===== config.mk =====
export PLATFORM = sky130hd
export DESIGN_NAME = mem_sort_master_flat
export DESIGN_NICKNAME = d
export VERILOG_FILES = /design/src/rtl/mem_sort_if.sv /design/src/rtl/mem_sort_master.sv /design/src/flat_wrapper.sv
export SDC_FILE = /design/constraint.sdc
export NUM_CORES = 1
export LEC_CHECK = 0
export BUFFER_PORTS_ARGS = -buffer_cell sky130_fd_sc_hd__buf_4
export CAP_MARGIN = 10
export CORE_AREA = 2 2 272 274
export DETAILED_ROUTE_END_ITERATION = 6
export DIE_AREA = 0 0 274 276
export PLACE_DENSITY_LB_ADDON = 0.05
export SLEW_MARGIN = 0
export SYNTH_ARGS = -nofsm -noshare
export SYNTH_HDL_FRONTEND = slang
export SYNTH_SLANG_ARGS = --single-unit

===== constraint.sdc =====
create_clock -name clk -period 21.2 [get_ports clk]
set_clock_uncertainty 0.05 [all_clocks]
set_input_delay 4.24 -clock clk [delete_from_list [all_inputs] [get_ports clk]]
set_output_delay 4.24 -clock clk [all_outputs]
set_load 0.005 [all_outputs]

===== src/rtl/mem_sort_if.sv =====
// Bus bundle between mem_sort_master and its data memory / controlling agent.
// The master modport is the sorter's side of the bus; slave is the memory/processor side.
interface mem_sort_if #(
   parameter int ADDR_W = 32,
   parameter int DATA_W = 32
);
   logic              start;
   logic [ADDR_W-1:0] base_addr;
   logic              busy;
   logic              done;
   logic [DATA_W-1:0] swap_count;
   logic [ADDR_W-1:0] mem_read_address;
   logic [ADDR_W-1:0] mem_write_address;
   logic              mem_write_enable;
   logic [DATA_W-1:0] mem_data_in;
   logic [DATA_W-1:0] mem_data_out;

   modport master (
      input  start, base_addr, mem_data_out,
      output busy, done, swap_count,
             mem_read_address, mem_write_address, mem_write_enable, mem_data_in
   );

   modport slave (
      output start, base_addr, mem_data_out,
      input  busy, done, swap_count,
             mem_read_address, mem_write_address, mem_write_enable, mem_data_in
   );
endinterface


===== src/rtl/mem_sort_master.sv =====
// In-place bubble sort of a length-prefixed word array in data memory, acting as bus master.
// Build option SORT_SIGNED_EN: compare elements as two's-complement instead of unsigned.
module mem_sort_master #(
   parameter int ADDR_W = 32,
   parameter int DATA_W = 32
) (
   input  logic        clk,
   input  logic        rst,
   mem_sort_if.master  bus
);

   typedef enum logic [2:0] {
      IDLE, LOAD_N, RD_A, RD_B, CMP, WR_A, WR_B, DONE
   } state_t;

   state_t            state;
   logic [ADDR_W-1:0] base;
   logic [DATA_W-1:0] j;
   logic [DATA_W-1:0] limit;
   logic              swapped;
   logic [DATA_W-1:0] a_q;
   logic [DATA_W-1:0] b_q;

   logic              busy_q;
   logic              done_q;
   logic [DATA_W-1:0] swap_q;
   logic [ADDR_W-1:0] raddr_q;
   logic [ADDR_W-1:0] waddr_q;
   logic              we_q;
   logic [DATA_W-1:0] wdata_q;

   logic [DATA_W-1:0] j_inc;
   logic [DATA_W-1:0] adv_j;
   logic [DATA_W-1:0] adv_limit;
   logic              pass_end;
   logic              lim_one;

   function automatic logic a_gt_b(input logic [DATA_W-1:0] a, input logic [DATA_W-1:0] b);
`ifdef SORT_SIGNED_EN
      return $signed(a) > $signed(b);
`else
      return a > b;
`endif
   endfunction

   // Element idx lives one word past the length word.
   function automatic logic [ADDR_W-1:0] elem_addr(input logic [ADDR_W-1:0] b,
                                                   input logic [DATA_W-1:0] idx);
      return b + ADDR_W'(idx) + ADDR_W'(1);
   endfunction

   assign j_inc     = j + DATA_W'(1);
   assign pass_end  = !(j_inc < limit);
   assign lim_one   = (limit == DATA_W'(1));
   assign adv_j     = pass_end ? '0 : j_inc;
   assign adv_limit = pass_end ? limit - DATA_W'(1) : limit;

   always_ff @(posedge clk or posedge rst) begin
      if (rst) begin
         state   <= IDLE;
         base    <= '0;
         j       <= '0;
         limit   <= '0;
         swapped <= 1'b0;
         busy_q  <= 1'b0;
         done_q  <= 1'b0;
         swap_q  <= '0;
         raddr_q <= '0;
         waddr_q <= '0;
         we_q    <= 1'b0;
         wdata_q <= '0;
      end else begin
         case (state)
            IDLE: begin
               if (bus.start) begin
                  base    <= bus.base_addr;
                  swap_q  <= '0;
                  raddr_q <= bus.base_addr;
                  busy_q  <= 1'b1;
                  state   <= LOAD_N;
               end
            end
            LOAD_N: begin
               if (bus.mem_data_out <= DATA_W'(1)) begin
                  done_q <= 1'b1;
                  state  <= DONE;
               end else begin
                  limit   <= bus.mem_data_out - DATA_W'(1);
                  j       <= '0;
                  swapped <= 1'b0;
                  raddr_q <= elem_addr(base, '0);
                  state   <= RD_A;
               end
            end
            RD_A: begin
               raddr_q <= elem_addr(base, j_inc);
               state   <= RD_B;
            end
            RD_B: state <= CMP;
            CMP: begin
               if (a_gt_b(a_q, b_q)) begin
                  we_q    <= 1'b1;
                  waddr_q <= elem_addr(base, j);
                  wdata_q <= b_q;
                  state   <= WR_A;
               end else if (pass_end && (!swapped || lim_one)) begin
                  done_q <= 1'b1;
                  state  <= DONE;
               end else begin
                  j       <= adv_j;
                  limit   <= adv_limit;
                  swapped <= pass_end ? 1'b0 : swapped;
                  raddr_q <= elem_addr(base, adv_j);
                  state   <= RD_A;
               end
            end
            WR_A: begin
               waddr_q <= elem_addr(base, j_inc);
               wdata_q <= a_q;
               state   <= WR_B;
            end
            WR_B: begin
               // This compare swapped, so only the last pass (limit 1) can end the sort here.
               we_q   <= 1'b0;
               swap_q <= swap_q + DATA_W'(1);
               if (pass_end && lim_one) begin
                  done_q <= 1'b1;
                  state  <= DONE;
               end else begin
                  j       <= adv_j;
                  limit   <= adv_limit;
                  swapped <= !pass_end;
                  raddr_q <= elem_addr(base, adv_j);
                  state   <= RD_A;
               end
            end
            DONE: begin
               done_q <= 1'b0;
               busy_q <= 1'b0;
               state  <= IDLE;
            end
            default: state <= IDLE;
         endcase
      end
   end

   // Operand capture from the combinational read port; pure data, no reset needed.
   always_ff @(posedge clk) begin
      if (state == RD_A) a_q <= bus.mem_data_out;
      if (state == RD_B) b_q <= bus.mem_data_out;
   end

   assign bus.busy              = busy_q;
   assign bus.done              = done_q;
   assign bus.swap_count        = swap_q;
   assign bus.mem_read_address  = raddr_q;
   assign bus.mem_write_address = waddr_q;
   assign bus.mem_write_enable  = we_q;
   assign bus.mem_data_in       = wdata_q;

endmodule


===== src/flat_wrapper.sv =====
// flat-port wrapper written by rule: the top's interface ports become plain ports
module mem_sort_master_flat 
#(
   parameter int ADDR_W = 32,
   parameter int DATA_W = 32
)
  (clk, rst, bus_start, bus_base_addr, bus_mem_data_out, bus_busy, bus_done, bus_swap_count, bus_mem_read_address, bus_mem_write_address, bus_mem_write_enable, bus_mem_data_in);
  mem_sort_if #(.ADDR_W(ADDR_W), .DATA_W(DATA_W)) bus_i ();
  input  logic clk;
  input  logic rst;
  input wire logic [$bits(bus_i.start)-1:0] bus_start;
  input wire logic [$bits(bus_i.base_addr)-1:0] bus_base_addr;
  input wire logic [$bits(bus_i.mem_data_out)-1:0] bus_mem_data_out;
  output wire logic [$bits(bus_i.busy)-1:0] bus_busy;
  output wire logic [$bits(bus_i.done)-1:0] bus_done;
  output wire logic [$bits(bus_i.swap_count)-1:0] bus_swap_count;
  output wire logic [$bits(bus_i.mem_read_address)-1:0] bus_mem_read_address;
  output wire logic [$bits(bus_i.mem_write_address)-1:0] bus_mem_write_address;
  output wire logic [$bits(bus_i.mem_write_enable)-1:0] bus_mem_write_enable;
  output wire logic [$bits(bus_i.mem_data_in)-1:0] bus_mem_data_in;
  assign bus_i.start = bus_start;
  assign bus_i.base_addr = bus_base_addr;
  assign bus_i.mem_data_out = bus_mem_data_out;
  assign bus_busy = bus_i.busy;
  assign bus_done = bus_i.done;
  assign bus_swap_count = bus_i.swap_count;
  assign bus_mem_read_address = bus_i.mem_read_address;
  assign bus_mem_write_address = bus_i.mem_write_address;
  assign bus_mem_write_enable = bus_i.mem_write_enable;
  assign bus_mem_data_in = bus_i.mem_data_in;
  mem_sort_master #(.ADDR_W(ADDR_W), .DATA_W(DATA_W)) u_core (.clk(clk), .rst(rst), .bus(bus_i));
endmodule

### Word-level counts from Yosys, hierarchy flattened

Index checks and enable logic that the tools add are counted.
W data, S select, Z words.

| word-level totals | value |
|---|---|
| bits in registers | 295 |
| bits in latches | 0 |
| RAM bits | 0 |
| bits in read-only memories | 0 |
| input port bits | 67 |
| output and inout port bits | 131 |
| word-level logic and storage cells | 113 |
| memories kept | 0 |

| cells by class | value |
|---|---|
| add/subtract/negate cells | 11 |
| $mul | 0 |
| div/mod/pow operators | 0 |
| $lt $le $gt $ge | 3 |
| equal/unequal tests | 18 |
| shift operators | 0 |
| muxes and demuxes | 45 |
| bitwise operators | 0 |
| reduce and logical (&&, ||, !) cells | 22 |

Operators with widths:

| operator | count |
|---|---|
| $mux W32 | 18 |
| $add A32 B1 Y32 const B | 6 |
| $pmux W32 S2 | 3 |
| $pmux W32 S3 | 2 |
| $pmux W32 S5 | 1 |
| $add A32 B32 Y32 | 3 |
| $sub A32 B1 Y32 const B | 2 |
| $eq A32 B1 Y1 const B | 1 |
| $gt A32 B32 Y1 | 1 |
| $le A32 B1 Y1 const B | 1 |
| $lt A32 B32 Y1 | 1 |
| $pmux W3 S8 | 1 |
| $mux W3 | 5 |
| $eq A3 B3 Y1 const B | 4 |
| $ne A2 B2 Y1 const B | 6 |
| $reduce_and A6 Y1 | 2 |
| $mux W1 | 11 |
| $reduce_and A2 Y1 | 5 |
| $reduce_and A5 Y1 | 2 |
| $ne A2 B1 Y1 const B | 4 |
| $reduce_bool A2 Y1 | 4 |
| $eq A3 B2 Y1 const B | 2 |
| $reduce_bool A5 Y1 | 1 |
| $pmux W1 S2 | 2 |
| 9 further kinds | 11 |

### Longest topological paths before layout

| depth | value |
|---|---|
| word-level depth | 8 |
| mapped depth | 35 |
| mapped depth without buffers | 30 |

### Worst setup path after synthesis

OpenSTA, ideal clock, no wires.

| path | value |
|---|---|
| path type | register -> register |
| from | register u_core.j[1] |
| to | register u_core.raddr_q[24] (netlist: u_core.bus.mem_read_address[24]) |
| setup time | 0.132 ns |
| data arrival time | 7.156 ns |
| required time | 21.018 ns |
| setup slack | 13.862 ns |
| stages on the path, launching flop included | 34 |
| path buffers | 3 |
| clock period less this slack | 7.338 ns |
| cells stage by stage | dfrtp_1 -> ha_1 -> and4_1 -> buf_2 -> nand3_1 -> nor3_1 -> and3_1 -> nand2_1 -> nor3_1 -> xnor2_1 -> inv_1 -> ha_1 -> nand4_1 -> nor4_1 -> a221oi_1 -> nand2_1 -> a21oi_1 -> clkbuf_1 -> clkbuf_1 -> nand2_1 -> ha_1 -> fa_1 -> o21ai_0 -> a31oi_1 -> maj3_1 -> nor2_1 -> o22a_1 -> nand3_1 -> a221oi_2 -> a21oi_2 -> o41ai_2 -> xor2_1 -> a21oi_1 -> o21ai_1 |

| on the way | value |
|---|---|
| longest elaborated chain between the ends | 8 |
| elaborated cells on any way between the ends | 17 |
| those cells by class | 5 x add/sub; 1 x order compare; 2 x eq/ne; 5 x mux; 4 x reduce/logical |

RTL lines:

| what | line | RTL |
|---|---|---|
| start: declaration | mem_sort_master.sv:18 | `logic [DATA_W-1:0] j;` |
| start signal: assignment | mem_sort_master.sv:110 | `j <= adv_j;` |
| start signal: assignment | mem_sort_master.sv:130 | `j <= adv_j;` |
| $add A32 B1 Y32 * | mem_sort_master.sv:52 | `assign j_inc = j + DATA_W'(1);` |
| $lt A32 B32 Y1 | mem_sort_master.sv:53 | `assign pass_end = !(j_inc < limit);` |
| $mux W32 | mem_sort_master.sv:55 | `assign adv_j = pass_end ? '0 : j_inc;` |
| $add A32 B32 Y32 | mem_sort_master.sv:49 | `return b + ADDR_W'(idx) + ADDR_W'(1);` |
| $add A32 B1 Y32 | mem_sort_master.sv:49 |  |
| $mux W32 | mem_sort_master.sv:106 | `end else if (pass_end && (!swapped \|\| lim_one)) begin` |
| $mux W32 | mem_sort_master.sv:101 | `if (a_gt_b(a_q, b_q)) begin` |
| $pmux W32 S5 | mem_sort_master.sv:73 | `case (state)` |
| end signal: assignment | mem_sort_master.sv:78 | `raddr_q <= bus.base_addr;` |
| end signal: assignment | mem_sort_master.sv:96 | `raddr_q <= elem_addr(base, j_inc);` |
| end signal: assignment | mem_sort_master.sv:113 | `raddr_q <= elem_addr(base, adv_j);` |
| end: declaration | mem_sort_master.sv:27 | `logic [ADDR_W-1:0] raddr_q;` |

Every way passes the cells marked *; elsewhere a longest branch is shown, timed or not. The select of a mux whose other input is x is not followed.
A chain may end at the register's enable or synchronous reset.

### Final worst setup path

| path | value |
|---|---|
| from | register u_core.j[1] |
| to | register u_core.raddr_q[19] (netlist: u_core.bus.mem_read_address[19]) |

The elaborated chain is that of the path after synthesis.

==> impl_metrics.xml <==
<?xml version="1.0" encoding="UTF-8"?>
<metrics>
  <group name="global_routing">
    <metric name="grt.met2_usage" unit="">0.387</metric>
    <metric name="grt_use_total" unit="">0.239</metric>
    <metric name="grt_max_degree" unit="">117</metric>
    <metric name="grt_antenna_before_repair" unit="">0</metric>
    <metric name="first_global_vias" unit="">20900</metric>
    <metric name="grt-busiest-layer" unit="">met2</metric>
    <metric name="globalRouteMet3Util" unit="">0.0288</metric>
    <metric name="gr-total-overflow" unit="">0</metric>
    <metric name="wire_length_of_the_first_global_routing_pass" unit="um">138000</metric>
    <metric name="grtUsageMet1" unit="">0.337</metric>
  </group>
  <group name="placed_design">
    <metric name="preCtsSetupSlack" unit="ns">12.24</metric>
    <metric name="globalplace.congestion" unit="">0.897</metric>
    <metric name="io_buffers" unit="">197</metric>
    <metric name="placedInstanceArea" unit="um2">24800</metric>
    <metric name="hpwl" unit="um">67200</metric>
  </group>
  <group name="detailed_routing">
    <metric name="routed-via-count" unit="">21400</metric>
    <metric name="post-route-drc-count" unit="">0</metric>
    <metric name="postRouteWirelength" unit="um">92100</metric>
    <metric name="dr.pass1.iters" unit="">5</metric>
    <metric name="via_per_inst" unit="">5.67</metric>
    <metric name="final_antenna_net_count" unit="">0</metric>
    <metric name="drt_iter0_markers" unit="">1922</metric>
    <metric name="avgRoutedWirePerCell" unit="um">24.3</metric>
  </group>
  <group name="die">
    <metric name="design.core.area" unit="um2">72600</metric>
    <metric name="io_pins" unit="">198</metric>
    <metric name="initial_core_util" unit="">0.308</metric>
    <metric name="die_width" unit="um">274</metric>
    <metric name="die_height" unit="um">276</metric>
    <metric name="die-area" unit="um2">75600</metric>
    <metric name="placementRows" unit="">99</metric>
  </group>
  <group name="yosys">
    <metric name="netlist_top_cells_area" unit="">dfrtp_1 26%, edfxtp_1 8.6%, ha_1 8.3%, o21ai_0 4.9%, nand2_1 4.5%</metric>
    <metric name="synth_top_area_cell" unit="">dfrtp_1</metric>
    <metric name="yosys.cell_types.count" unit="">101</metric>
    <metric name="synth_edf_count" unit="">64</metric>
    <metric name="yosys_most_used_dff" unit="">dfrtp_1</metric>
    <metric name="synth-async-reset-ratio" unit="">0.783</metric>
    <metric name="post-synth-top-area-fraction" unit="">0.258</metric>
    <metric name="syn_nets" unit="">2878</metric>
    <metric name="synth-seq-area-share" unit="">0.344</metric>
    <metric name="synth-seq-cells" unit="">295</metric>
    <metric name="synthesis.yosys.warnings" unit="">0</metric>
    <metric name="syn_inst" unit="">2659</metric>
    <metric name="synth_area" unit="um2">22400</metric>
    <metric name="postSynthAreaPerCell" unit="um2">8.42</metric>
  </group>
  <group name="critical_path">
    <metric name="regToRegEndpoint" unit="">u_core.bus.mem_read_address[19]</metric>
    <metric name="timing.reg2reg.setup_slack" unit="ns">11.97</metric>
    <metric name="critPathArrivalTime" unit="ns">9.67</metric>
    <metric name="ff2ff_path_depth" unit="">31</metric>
    <metric name="cpPeakStageDelay" unit="ns">0.54</metric>
    <metric name="crit_type" unit="">reg -&gt; reg</metric>
    <metric name="worst_setup_start_kind" unit="">flip-flop</metric>
    <metric name="worst-endpoint-required" unit="ns">21.64</metric>
    <metric name="worst_setup_path_end_kind" unit="">flip-flop</metric>
    <metric name="critical_path.max_fanout" unit="">42</metric>
    <metric name="worst_r2r_startpoint" unit="">u_core.j[1]</metric>
    <metric name="timing.critical_path.slowest_stage_cell" unit="">nand2_1</metric>
  </group>
  <group name="cts">
    <metric name="cts_buffer_depth" unit="">3</metric>
    <metric name="post_cts_resized" unit="">0</metric>
    <metric name="clk_pin_slew" unit="ns">0.06</metric>
    <metric name="cts_num_sinks" unit="">295</metric>
    <metric name="clock_tree.root_cell" unit="">clkbuf_16</metric>
    <metric name="post_cts_hold_buffers" unit="">0</metric>
    <metric name="cts-buffers-inserted" unit="">41</metric>
    <metric name="h_tree_lvls" unit="">2</metric>
    <metric name="worstSkewPairLatency" unit="ns">0.60</metric>
    <metric name="post_cts.repair.setup_buffers" unit="">0</metric>
    <metric name="cts_tree" unit="">done</metric>
  </group>
  <group name="sta">
    <metric name="number_of_max_slew_violations_in_the_final_report" unit="">0</metric>
    <metric name="postLayoutSetupSlackWorst" unit="ns">11.97</metric>
    <metric name="period_share" unit="">0.435</metric>
    <metric name="worst_pin_slew" unit="ns">1.11</metric>
    <metric name="rsz0062_at_grt" unit="">false</metric>
    <metric name="min_period" unit="ns">9.23</metric>
    <metric name="setup_viol" unit="">0</metric>
    <metric name="worst_slew_margin_rel" unit="">0.258</metric>
    <metric name="fmax" unit="MHz">108</metric>
    <metric name="hold_viol" unit="">0</metric>
    <metric name="fin_setup_tns" unit="ns">0</metric>
  </group>
  <group name="worst_hold_path">
    <metric name="hold_class" unit="">reg -&gt; reg</metric>
    <metric name="whs_path_cells" unit="">1</metric>
    <metric name="hold_path_startpoint" unit="">u_core.bus.mem_read_address[14]</metric>
    <metric name="hold_end" unit="">u_core.bus.mem_read_address[14]</metric>
  </group>
  <group name="finish">
    <metric name="drive_above_1_share" unit="">0.132</metric>
    <metric name="fillers" unit="">7588</metric>
    <metric name="design_area" unit="um2">26200</metric>
    <metric name="p_r_area_growth_vs_syn" unit="%">16.9</metric>
    <metric name="finish.net_count" unit="">3011</metric>
    <metric name="antenna_cells" unit="">0</metric>
  </group>
  <group name="pwr">
    <metric name="p_per_area" unit="nW/um2">130</metric>
    <metric name="power.leakage" unit="nW">11.6</metric>
    <metric name="max-vdd-ir-drop" unit="uV">68.6</metric>
  </group>
  <group name="run_status">
    <metric name="result_of_the_run" unit="">finished, final reports clean</metric>
  </group>
  <group name="flow_run">
    <metric name="drv_cap" unit="">0</metric>
  </group>
</metrics>
==> cells in the final DEF, fill, tap and decap left out, types with 20 or more instances in the layout <==
master,Yosys,routed
nor2b_1,20,20
nor2_1,255,252
nand4_1,29,29
a21oi_1,182,181
a31oi_1,40,40
xnor2_1,111,111
xor2_1,60,60
o22ai_1,42,42
nand3_1,89,88
nor3_1,57,56
mux2_2,33,33
and3_1,33,33
a211oi_1,35,35
o21ai_0,218,218
dfrtp_1,231,229
inv_1,141,139
a21o_1,49,49
nand2_1,268,267
edfxtp_1,64,64
o21a_1,22,22
buf_4,2,225
or3_1,21,21
o211ai_1,27,27
ha_1,149,149
clkbuf_16,0,42
nor4_1,25,25
==> where the power goes <==
part / internal, mW / leakage, nW / switching, mW
Combinational: 0.634 / 7.44 / 0.990
Sequential: 0.801 / 3.47 / 0.263
Clock: 0.422 / 0.669 / 0.295
Total: 1.86 / 11.6 / 1.55
==> cells in the mapped netlist (all sizes together), types with 7 or more instances <==
library cell and n:
a211o 8, a211oi 36, a21o 49, a21oi 183
a221o 19, a221oi 18, a22oi 14, a31oi 40
a32oi 10, and2 19, and3 33, and4 14
buf 31, clkbuf 104, dfrtp 231, edfxtp 64
ha 149, inv 144, maj3 9, mux2 33
mux2i 13, nand2 268, nand2b 17, nand3 90
nand4 32, nor2 257, nor2b 20, nor3 58
nor4 29, o211ai 28, o21a 22, o21ai 228
o21bai 17, o221ai 7, o22ai 43, o31a 7
o31ai 20, or3 21, or4 7, xnor2 111
xor2 60
==> cell type report <==
class                           instances  area, um2  area share
Clock buffer                           57       1170      0.0446
Multi-Input combinational cell       2084      13700       0.522
Inverter                              145        553      0.0211
Tap cell                              959       1200      0.0458
Timing Repair Buffer                  225       1690      0.0645
Sequential cell                       295       7700       0.294
Clock inverter                         17        185     0.00707
==> cells by family after synthesis <==
logic type	after synthesis	share of synthesized area
flip-flops	295	0.344
multiplexers	46	0.0224
buffers and inverters	280	0.0485
AND/OR/NAND/NOR	885	0.189
XOR/XNOR	171	0.0669
AO/OA/AOI/OAI	821	0.239
adder cells (fa/ha/maj)	161	0.0900
==> layer usage <==
layer  part of all wire  vias to the layer above
met4              0.023                        0
met2               0.46                      676
li1                   -                    10000
met3              0.050                      111
met5                  0                        -
met1               0.47                    10600
==> how the worst max path moves through the flow <==
| stage | from | to | depth (start not counted) |
|---|---|---|---|
| 2_1_floorplan | rst | u_core.base[0] | 1 |
| 3_3_place_gp | u_core.j[1] | u_core.bus.mem_read_address[19] | 31 |
| 3_5_place_dp | u_core.j[1] | u_core.bus.mem_read_address[19] | 31 |
| 4_1_cts | u_core.j[1] | u_core.bus.mem_read_address[19] | 31 |
| 5_1_grt | u_core.j[1] | u_core.bus.mem_read_address[19] | 31 |
| 6_report | u_core.j[1] | u_core.bus.mem_read_address[19] | 31 |
==> metrics by stage <==
step	hold slack [ns]	cells	utilization	power, mW
after floorplan	0.413	2659	-	1.99
after global placement	0.413	3708	0.342	2.69
after detailed placement	0.423	3708	0.342	2.69
after CTS	0.439	3782	0.361	3.43
after global routing	0.455	3782	0.361	3.64
final	0.433	3782	0.361	3.41
==> worst max-delay path, delay by kind of cell (launching register included) <==
kind                     cells  cell delay [ns]
adder cells (fa/ha/maj)      3             0.89
AO/OA/AOI/OAI               12             3.45
buffers and inverters        2             0.60
XOR/XNOR                     2             0.47
flip-flops                   1             0.50
AND/OR/NAND/NOR             12             3.14
==> sequential cells by signal (all words and copies together), names as in the netlist, 3 cells and up <==
signal	flops
u_core.a_q	32
u_core.b_q	32
u_core.base	32
u_core.bus.mem_data_in	32
u_core.bus.mem_read_address	32
u_core.bus.mem_write_address	32
u_core.bus.swap_count	32
u_core.j	32
u_core.limit	32
u_core.state	3
Note: power is estimated with default switching activity, not from simulation.
